===== config.mk =====
export PLATFORM = sky130hd
export DESIGN_NAME = result_reader
export DESIGN_NICKNAME = d
export VERILOG_FILES = /design/src/rtl/result_reader.sv
export SDC_FILE = /design/constraint.sdc
export NUM_CORES = 1
export LEC_CHECK = 0
export BUFFER_PORTS_ARGS = -buffer_cell sky130_fd_sc_hd__buf_2
export CAP_MARGIN = 25
export CORE_MARGIN = 1.5
export CORE_UTILIZATION = 48
export CTS_BUF_LIST = sky130_fd_sc_hd__clkbuf_8 sky130_fd_sc_hd__clkbuf_16
export DETAILED_ROUTE_END_ITERATION = 8
export PLACE_DENSITY = 0.79
export SYNTH_ARGS = -nofsm -noshare
export SYNTH_HDL_FRONTEND = slang
export SYNTH_SLANG_ARGS = --single-unit

===== constraint.sdc =====
create_clock -name clk -period 1.85 [get_ports clk]
set_input_delay 0.185 -clock clk [delete_from_list [all_inputs] [get_ports clk]]
set_output_delay 0.185 -clock clk [all_outputs]
set_load 0.01 [all_outputs]

===== src/rtl/result_reader.sv =====
// Streams NUM_RES result words out of data memory on a valid/ready port.
// Define RES_CHECKSUM_EN to append a running-sum beat after the results.
module result_reader #(
  parameter int ADDR_W   = 8,
  parameter int DATA_W   = 32,
  parameter int RES_BASE = 0,
  parameter int NUM_RES  = 43
) (
  input  logic              clk,
  input  logic              rst,
  input  logic              start,
  output logic              mem_rd_en,
  output logic [ADDR_W-1:0] mem_adr,
  input  logic [DATA_W-1:0] mem_rdata,
  output logic              out_valid,
  output logic [DATA_W-1:0] out_data,
  output logic              out_last,
  input  logic              out_ready,
  output logic              busy,
  output logic              done
);

  localparam int IDX_W = $clog2(NUM_RES + 1);
  localparam logic [IDX_W-1:0] LAST_IDX = IDX_W'(NUM_RES - 1);
  localparam logic [ADDR_W-1:0] BASE = ADDR_W'(RES_BASE);

  typedef enum logic [2:0] {
    S_IDLE,
    S_RD,
    S_CAP,
    S_SEND,
`ifdef RES_CHECKSUM_EN
    S_CSUM,
`endif
    S_FIN
  } state_t;

  state_t            state_q, state_d;
  logic [IDX_W-1:0]  idx_q, idx_d;
  logic              mem_rd_en_q, mem_rd_en_d;
  logic [ADDR_W-1:0] mem_adr_q, mem_adr_d;
  logic              out_valid_q, out_valid_d;
  logic [DATA_W-1:0] out_data_q, out_data_d;
  logic              out_last_q, out_last_d;
  logic              busy_q, busy_d;
  logic              done_q, done_d;
  logic              xfer;
  logic              is_last;
  logic [IDX_W-1:0]  idx_inc;

`ifdef RES_CHECKSUM_EN
  logic [DATA_W-1:0] sum_q, sum_d;
`endif

  assign xfer    = out_valid_q & out_ready;
  assign is_last = (idx_q == LAST_IDX);
  assign idx_inc = idx_q + IDX_W'(1);

  always_comb begin
    state_d     = state_q;
    idx_d       = idx_q;
    mem_rd_en_d = 1'b0;
    mem_adr_d   = mem_adr_q;
    out_valid_d = 1'b0;
    out_data_d  = out_data_q;
    out_last_d  = out_last_q;
    done_d      = 1'b0;
`ifdef RES_CHECKSUM_EN
    sum_d       = sum_q;
`endif
    unique case (state_q)
      S_IDLE: begin
        if (start) begin
          state_d     = S_RD;
          mem_rd_en_d = 1'b1;
          mem_adr_d   = BASE + ADDR_W'(idx_q);
`ifdef RES_CHECKSUM_EN
          sum_d       = '0;
`endif
        end
      end
      S_RD: state_d = S_CAP;
      S_CAP: begin
        state_d     = S_SEND;
        out_data_d  = mem_rdata;
        out_valid_d = 1'b1;
`ifdef RES_CHECKSUM_EN
        out_last_d  = 1'b0;
`else
        out_last_d  = is_last;
`endif
      end
      S_SEND: begin
        if (!xfer) begin
          out_valid_d = 1'b1;
        end else if (is_last) begin
`ifdef RES_CHECKSUM_EN
          // Checksum beat includes the word just accepted.
          sum_d       = sum_q + out_data_q;
          state_d     = S_CSUM;
          out_valid_d = 1'b1;
          out_data_d  = sum_q + out_data_q;
          out_last_d  = 1'b1;
`else
          state_d     = S_FIN;
          done_d      = 1'b1;
          out_last_d  = 1'b0;
`endif
        end else begin
`ifdef RES_CHECKSUM_EN
          sum_d       = sum_q + out_data_q;
`endif
          idx_d       = idx_inc;
          state_d     = S_RD;
          mem_rd_en_d = 1'b1;
          mem_adr_d   = BASE + ADDR_W'(idx_inc);
          out_last_d  = 1'b0;
        end
      end
`ifdef RES_CHECKSUM_EN
      S_CSUM: begin
        if (xfer) begin
          state_d    = S_FIN;
          done_d     = 1'b1;
          out_last_d = 1'b0;
        end else begin
          out_valid_d = 1'b1;
        end
      end
`endif
      S_FIN: begin
        idx_d   = '0;
        state_d = S_IDLE;
      end
      default: state_d = S_IDLE;
    endcase
    busy_d = (state_d != S_IDLE);
  end

  always_ff @(posedge clk or posedge rst) begin
    if (rst) begin
      state_q     <= S_IDLE;
      idx_q       <= '0;
      mem_rd_en_q <= 1'b0;
      mem_adr_q   <= '0;
      out_valid_q <= 1'b0;
      out_data_q  <= '0;
      out_last_q  <= 1'b0;
      busy_q      <= 1'b0;
      done_q      <= 1'b0;
    end else begin
      state_q     <= state_d;
      idx_q       <= idx_d;
      mem_rd_en_q <= mem_rd_en_d;
      mem_adr_q   <= mem_adr_d;
      out_valid_q <= out_valid_d;
      out_data_q  <= out_data_d;
      out_last_q  <= out_last_d;
      busy_q      <= busy_d;
      done_q      <= done_d;
    end
  end

`ifdef RES_CHECKSUM_EN
  always_ff @(posedge clk or posedge rst) begin
    if (rst) sum_q <= '0;
    else     sum_q <= sum_d;
  end
`endif

  assign mem_rd_en = mem_rd_en_q;
  assign mem_adr   = mem_adr_q;
  assign out_valid = out_valid_q;
  assign out_data  = out_data_q;
  assign out_last  = out_last_q;
  assign busy      = busy_q;
  assign done      = done_q;

endmodule

---- Word-level counts from Yosys, hierarchy flattened ----
Index checks and enable logic that the tools add are counted.
word-level totals
  register bits ........................... 54
  input bits .............................. 36
  output and inout bits ................... 45
  word-level logic and storage cells ...... 49
cells by class
  add/sub/neg operators ................... 1
  eq/ne operators ......................... 8
  mux-type cells .......................... 22
  bitwise logic cells ..................... 1
  reduce and logical (&&, ||, !) cells .... 8
operators by type and width
  cell                                            count
  two-way mux 8 bit                               3
  one-hot mux 8 bit (2 select lines)              1
  two-way mux 6 bit                               2
  one-hot mux 3 bit (4 select lines)              1
  one-hot mux 6 bit (2 select lines)              1
  two-way mux 3 bit                               3
  two-way mux 1 bit                               8
  adder 6 x 1 -> 6 bit (second input constant)    1
  == test 3 x 2 -> 1 bit (second input constant)  2
  == test 6 bit (second input constant)           1
  != test 2 bit (second input constant)           3
  one-hot mux 1 bit (2 select lines)              3
  nonzero test 2 bit                              3
  AND reduction 4 bit                             1
  == test 3 x 1 -> 1 bit (second input constant)  1
  == test 3 bit (second input constant)           1
  zero test 3 bit                                 1
  AND reduction 3 bit                             1
  nonzero test 3 bit                              1
  AND reduction 2 bit                             1
  bitwise AND 1 bit                               1

---- Longest topological paths before layout ----
  word-level depth ........................ 5
  gate-level depth with buffers ........... 7

---- Least setup slack after synthesis ----
Ideal clock, no wire load.
  path type ............................... flip-flop to flip-flop
  start point ............................. register idx_q[0]
  end point ............................... register busy_q, in the netlist busy
  arrival time ............................ 1.436 ns
  required time ........................... 1.719 ns
  slack ................................... 0.283 ns
  stages on the path, launching flop included .. 7
  path through ............................ dfrtp_1 inv_1 ha_1 nand2_1 nor3_2 o21ai_4 or3_1
on the way
  word-level cells in the longest chain between the ends .. 5
RTL lines
  what                                line  source
  start, declared                     39    logic [IDX_W-1:0] idx_q, idx_d;
  start signal, assigned              153   idx_q <= idx_d;
  == test 6 bit                       56    assign is_last = (idx_q == LAST_IDX);
  two-way mux 3 bit                   96    end else if (is_last) begin
  two-way mux 3 bit                   94    if (!xfer) begin
  one-hot mux 3 bit (4 select lines)  71    unique case (state_q)
  nonzero test 3 bit                  137   busy_d = (state_d != S_IDLE);
  net busy_d                          45    logic busy_q, busy_d;
  end signal, assigned                159   busy_q <= busy_d;
  end, declared                       45
The timed path passes the listed nets, and every way through them passes these cells.
A chain may end at the register's enable or synchronous reset.

---- Worst setup path after layout ----
Same ends and word-level chain as after synthesis.

==> results.json <==
{
  "cts_buffers": 5,
  "area_delta_synth_final_pct": 24.6,
  "p_seq_share_pct": 43.2,
  "synth-seq-area-share_pct": 60.0,
  "slew_violations": 0,
  "coreArea_um2": 4350,
  "viasPerCell": 5.00,
  "cts_num_sinks": 52,
  "cts_tree": "yes",
  "path_max_fanout": 9,
  "fin_crit_sh_pct": 91.0,
  "syn_area_per_cell_um2": 13.4,
  "ant_nets": 0,
  "layout_min_cycle_time_ps": 1680,
  "grt_antenna_before_repair": 0,
  "max_freq_ghz": 0.594,
  "grt_max_degree": 28,
  "regArea_um2": 1300,
  "slew_headroom_pct": 63.6,
  "drv_cap": 0,
  "synth_area_um2": 2170,
  "placedCellCount": 289,
  "drive_gt1_share_pct": 54.3,
  "nets": 283,
  "cts_root_buf": "clkbuf_8",
  "cp.arrival_ps": 1860,
  "p_comb_share_pct": 43.3,
  "worstPathRequired_ps": 2030,
  "grt_pass1_wl_um": 6680,
  "htreeDepth": 2,
  "final_common_cell": "buf_2",
  "clock_skew_ps": 2.26,
  "startpoint_type": "flip-flop",
  "port-buffer-count": 78,
  "hp-class": "primary input to flip-flop",
  "grt_overflow": 0,
  "die_y_um": 70.2,
  "finalSetupViolations": 0,
  "multiInputGateArea_um2": 803,
  "die_w_um": 70.2,
  "ys_warn_count": 0,
  "grt_use_total_pct": 17.2,
  "clock_latency_ps": 290,
  "design.die.area_um2": 4930,
  "fillers": 369,
  "endpoint_kind": "flip-flop",
  "final_cell_mix": "78 x buf_2, 52 x dfrtp_1, 38 x mux2_2",
  "tightestPinTransition_ps": 546,
  "clock_path_buffers": 2,
  "wl_per_cell_um": 13.1,
  "p_leak_uw": 0.00130,
  "clk_pin_slew_ps": 80,
  "finalHoldViolations": 0,
  "final_cells": 297,
  "yosysUniqueCellTypes": 35,
  "dr.pass1.iters": 4,
  "drt_iter0_drc": 45,
  "start_util_pct": 49.8,
  "grt_pass1_vias": 1421,
  "place_area_um2": 2610,
  "p_sw_uw": 1500,
  "finalSetupTns_ps": 0,
  "crit_type": "flip-flop to flip-flop",
  "ios": 81,
  "outcome": "complete, no violations",
  "rows": 24,
  "dpl.hpwl_um": 2950,
  "antennaDiodeCount": 0,
  "swShare_pct": 34.4,
  "synth_seq_cells": 52,
  "grt_setup_unrepaired": "no",
  "power_density_nw_per_um2": 1610,
  "fin_util_pct": 62.0,
  "finalInstanceArea_um2": 2700,
  "p_int_uw": 2860,
  "wl_um": 3910,
  "synth_cells": 162,
  "ir_drop_mv": 0.672,
  "pwr-share-clk_pct": 13.5,
  "postCtsSetupBuffers": 0,
  "drc_errors": 0,
  "vias": 1484,
  "gp_congestion": 0.793
}
[stage by stage]
stage | worst slack (ps) | hold WS, ps | power (uW)
finish | 166 | 117 | 4360
global route | 32.1 | 105 | 4690
CTS | 132 | 108 | 4440
detailed placement | 135 | 278 | 3840
global placement | 212 | 266 | 3780
floorplan | 283 | 337 | 3160
[metal layers]
layer  share of wire (%)  routed length, um  up-vias  global-route usage, %
met5                   0                  0        -                      0
li1                    -                  -      727                      -
met1                  45               1760      700                   22.3
met4                 1.4                 55        0                   6.41
met3                 5.7                224        5                   3.75
met2                  48               1870       52                   28.6
[path summary, 6_finish.rpt]
kind                                     startpoint                       end  slack, ps  cells after the start
max                            idx_q[0]$_DFFE_PP0P_            busy$_DFF_PP0_        170                      6
min                                   mem_rdata[13]  out_data[13]$_DFFE_PP0P_        120                      2
max reg2reg                    idx_q[0]$_DFFE_PP0P_            busy$_DFF_PP0_        170                      6
min reg2reg                out_data[18]$_DFFE_PP0P_  out_data[18]$_DFFE_PP0P_        500                      1
max in group asynchronous                       rst   out_data[3]$_DFFE_PP0P_        750                      4
min in group asynchronous                       rst  out_data[19]$_DFFE_PP0P_        470                      3
[cell type report]
class,count,area share (%)
clock inverter,2,0.324
inverter,6,0.834
sequential,52,48.2
tap,52,2.41
timing repair buffer,83,15.9
multi-input combinational,97,29.7
clock buffer,5,2.55
[critical path: stages, from the launching register on]
cell     delay, ps
dfrtp_1        430
inv_1          100
ha_1           140
nand2_1         70
nor3_2         290
o21ai_4        160
or3_1          380
[Yosys cell counts]
cell / instances / area share, %
a211oi_1: 1 / 0.35
a31oi_1: 1 / 0.29
a41oi_1: 1 / 0.40
and2_1: 1 / 0.29
and2b_1: 1 / 0.35
and3_2: 1 / 0.35
buf_2: 5 / 1.2
buf_4: 2 / 0.69
clkbuf_1: 1 / 0.17
conb_1: 1 / 0.17
dfrtp_1: 52 / 60
ha_1: 2 / 1.2
inv_1: 6 / 1.0
mux2_2: 38 / 20
nand2_1: 8 / 1.4
nand2_4: 1 / 0.52
nand2b_1: 2 / 0.58
nand3_1: 5 / 1.2
nand3b_1: 2 / 0.69
nand4_1: 2 / 0.58
nor2_1: 6 / 1.0
nor2_2: 1 / 0.29
nor3_1: 1 / 0.23
nor3_2: 1 / 0.46
o211ai_1: 1 / 0.35
o21ai_0: 5 / 1.2
o21ai_4: 1 / 0.75
o221ai_1: 1 / 0.40
o22ai_1: 1 / 0.29
o311ai_0: 1 / 0.40
or2_2: 1 / 0.29
or3_1: 3 / 0.87
or4_1: 1 / 0.35
xnor2_1: 4 / 1.6
xor2_1: 1 / 0.40
[sequential cells by signal (all words and copies together), names as in the netlist]
signal / count
state_q: 3
idx_q: 6
busy: 1
out_valid: 1
done: 1
mem_rd_en: 1
out_last: 1
out_data: 32
mem_adr: 6
[power groups by stage]
| stage | Combinational, uW | Clock [uW] | Sequential (uW) |
|---|---|---|---|
| CTS | 1930 | 614 | 1890 |
| floorplan | 1050 | 0 | 2110 |
| finish | 1890 | 588 | 1880 |
| detailed placement | 1920 | 0 | 1920 |
| global route | 2080 | 652 | 1960 |
| global placement | 1890 | 0 | 1890 |
[cell families (layout without fill, tap and decap cells)]
family                   count (synthesis)  count (layout)  share of synthesized area (%)
multiplexers                            38              38                           19.7
AND/OR/NAND/NOR                         37              37                           9.41
XOR/XNOR                                 5               5                           2.02
adder cells (fa/ha/maj)                  2               2                           1.15
AO/OA/AOI/OAI                           13              13                           4.39
flip-flops                              52              52                           60.0
other                                    1               2                          0.173
buffers and inverters                   14              96                           3.06
[repair_timing]
item                                    in CTS  in global routing
hold buffers                                 1                  0
endpoints found under the setup margin       0                  1
gates resized for setup                      0                  1
endpoints found under the hold margin       25                  0
Note: power is estimated with default switching activity, not from simulation.
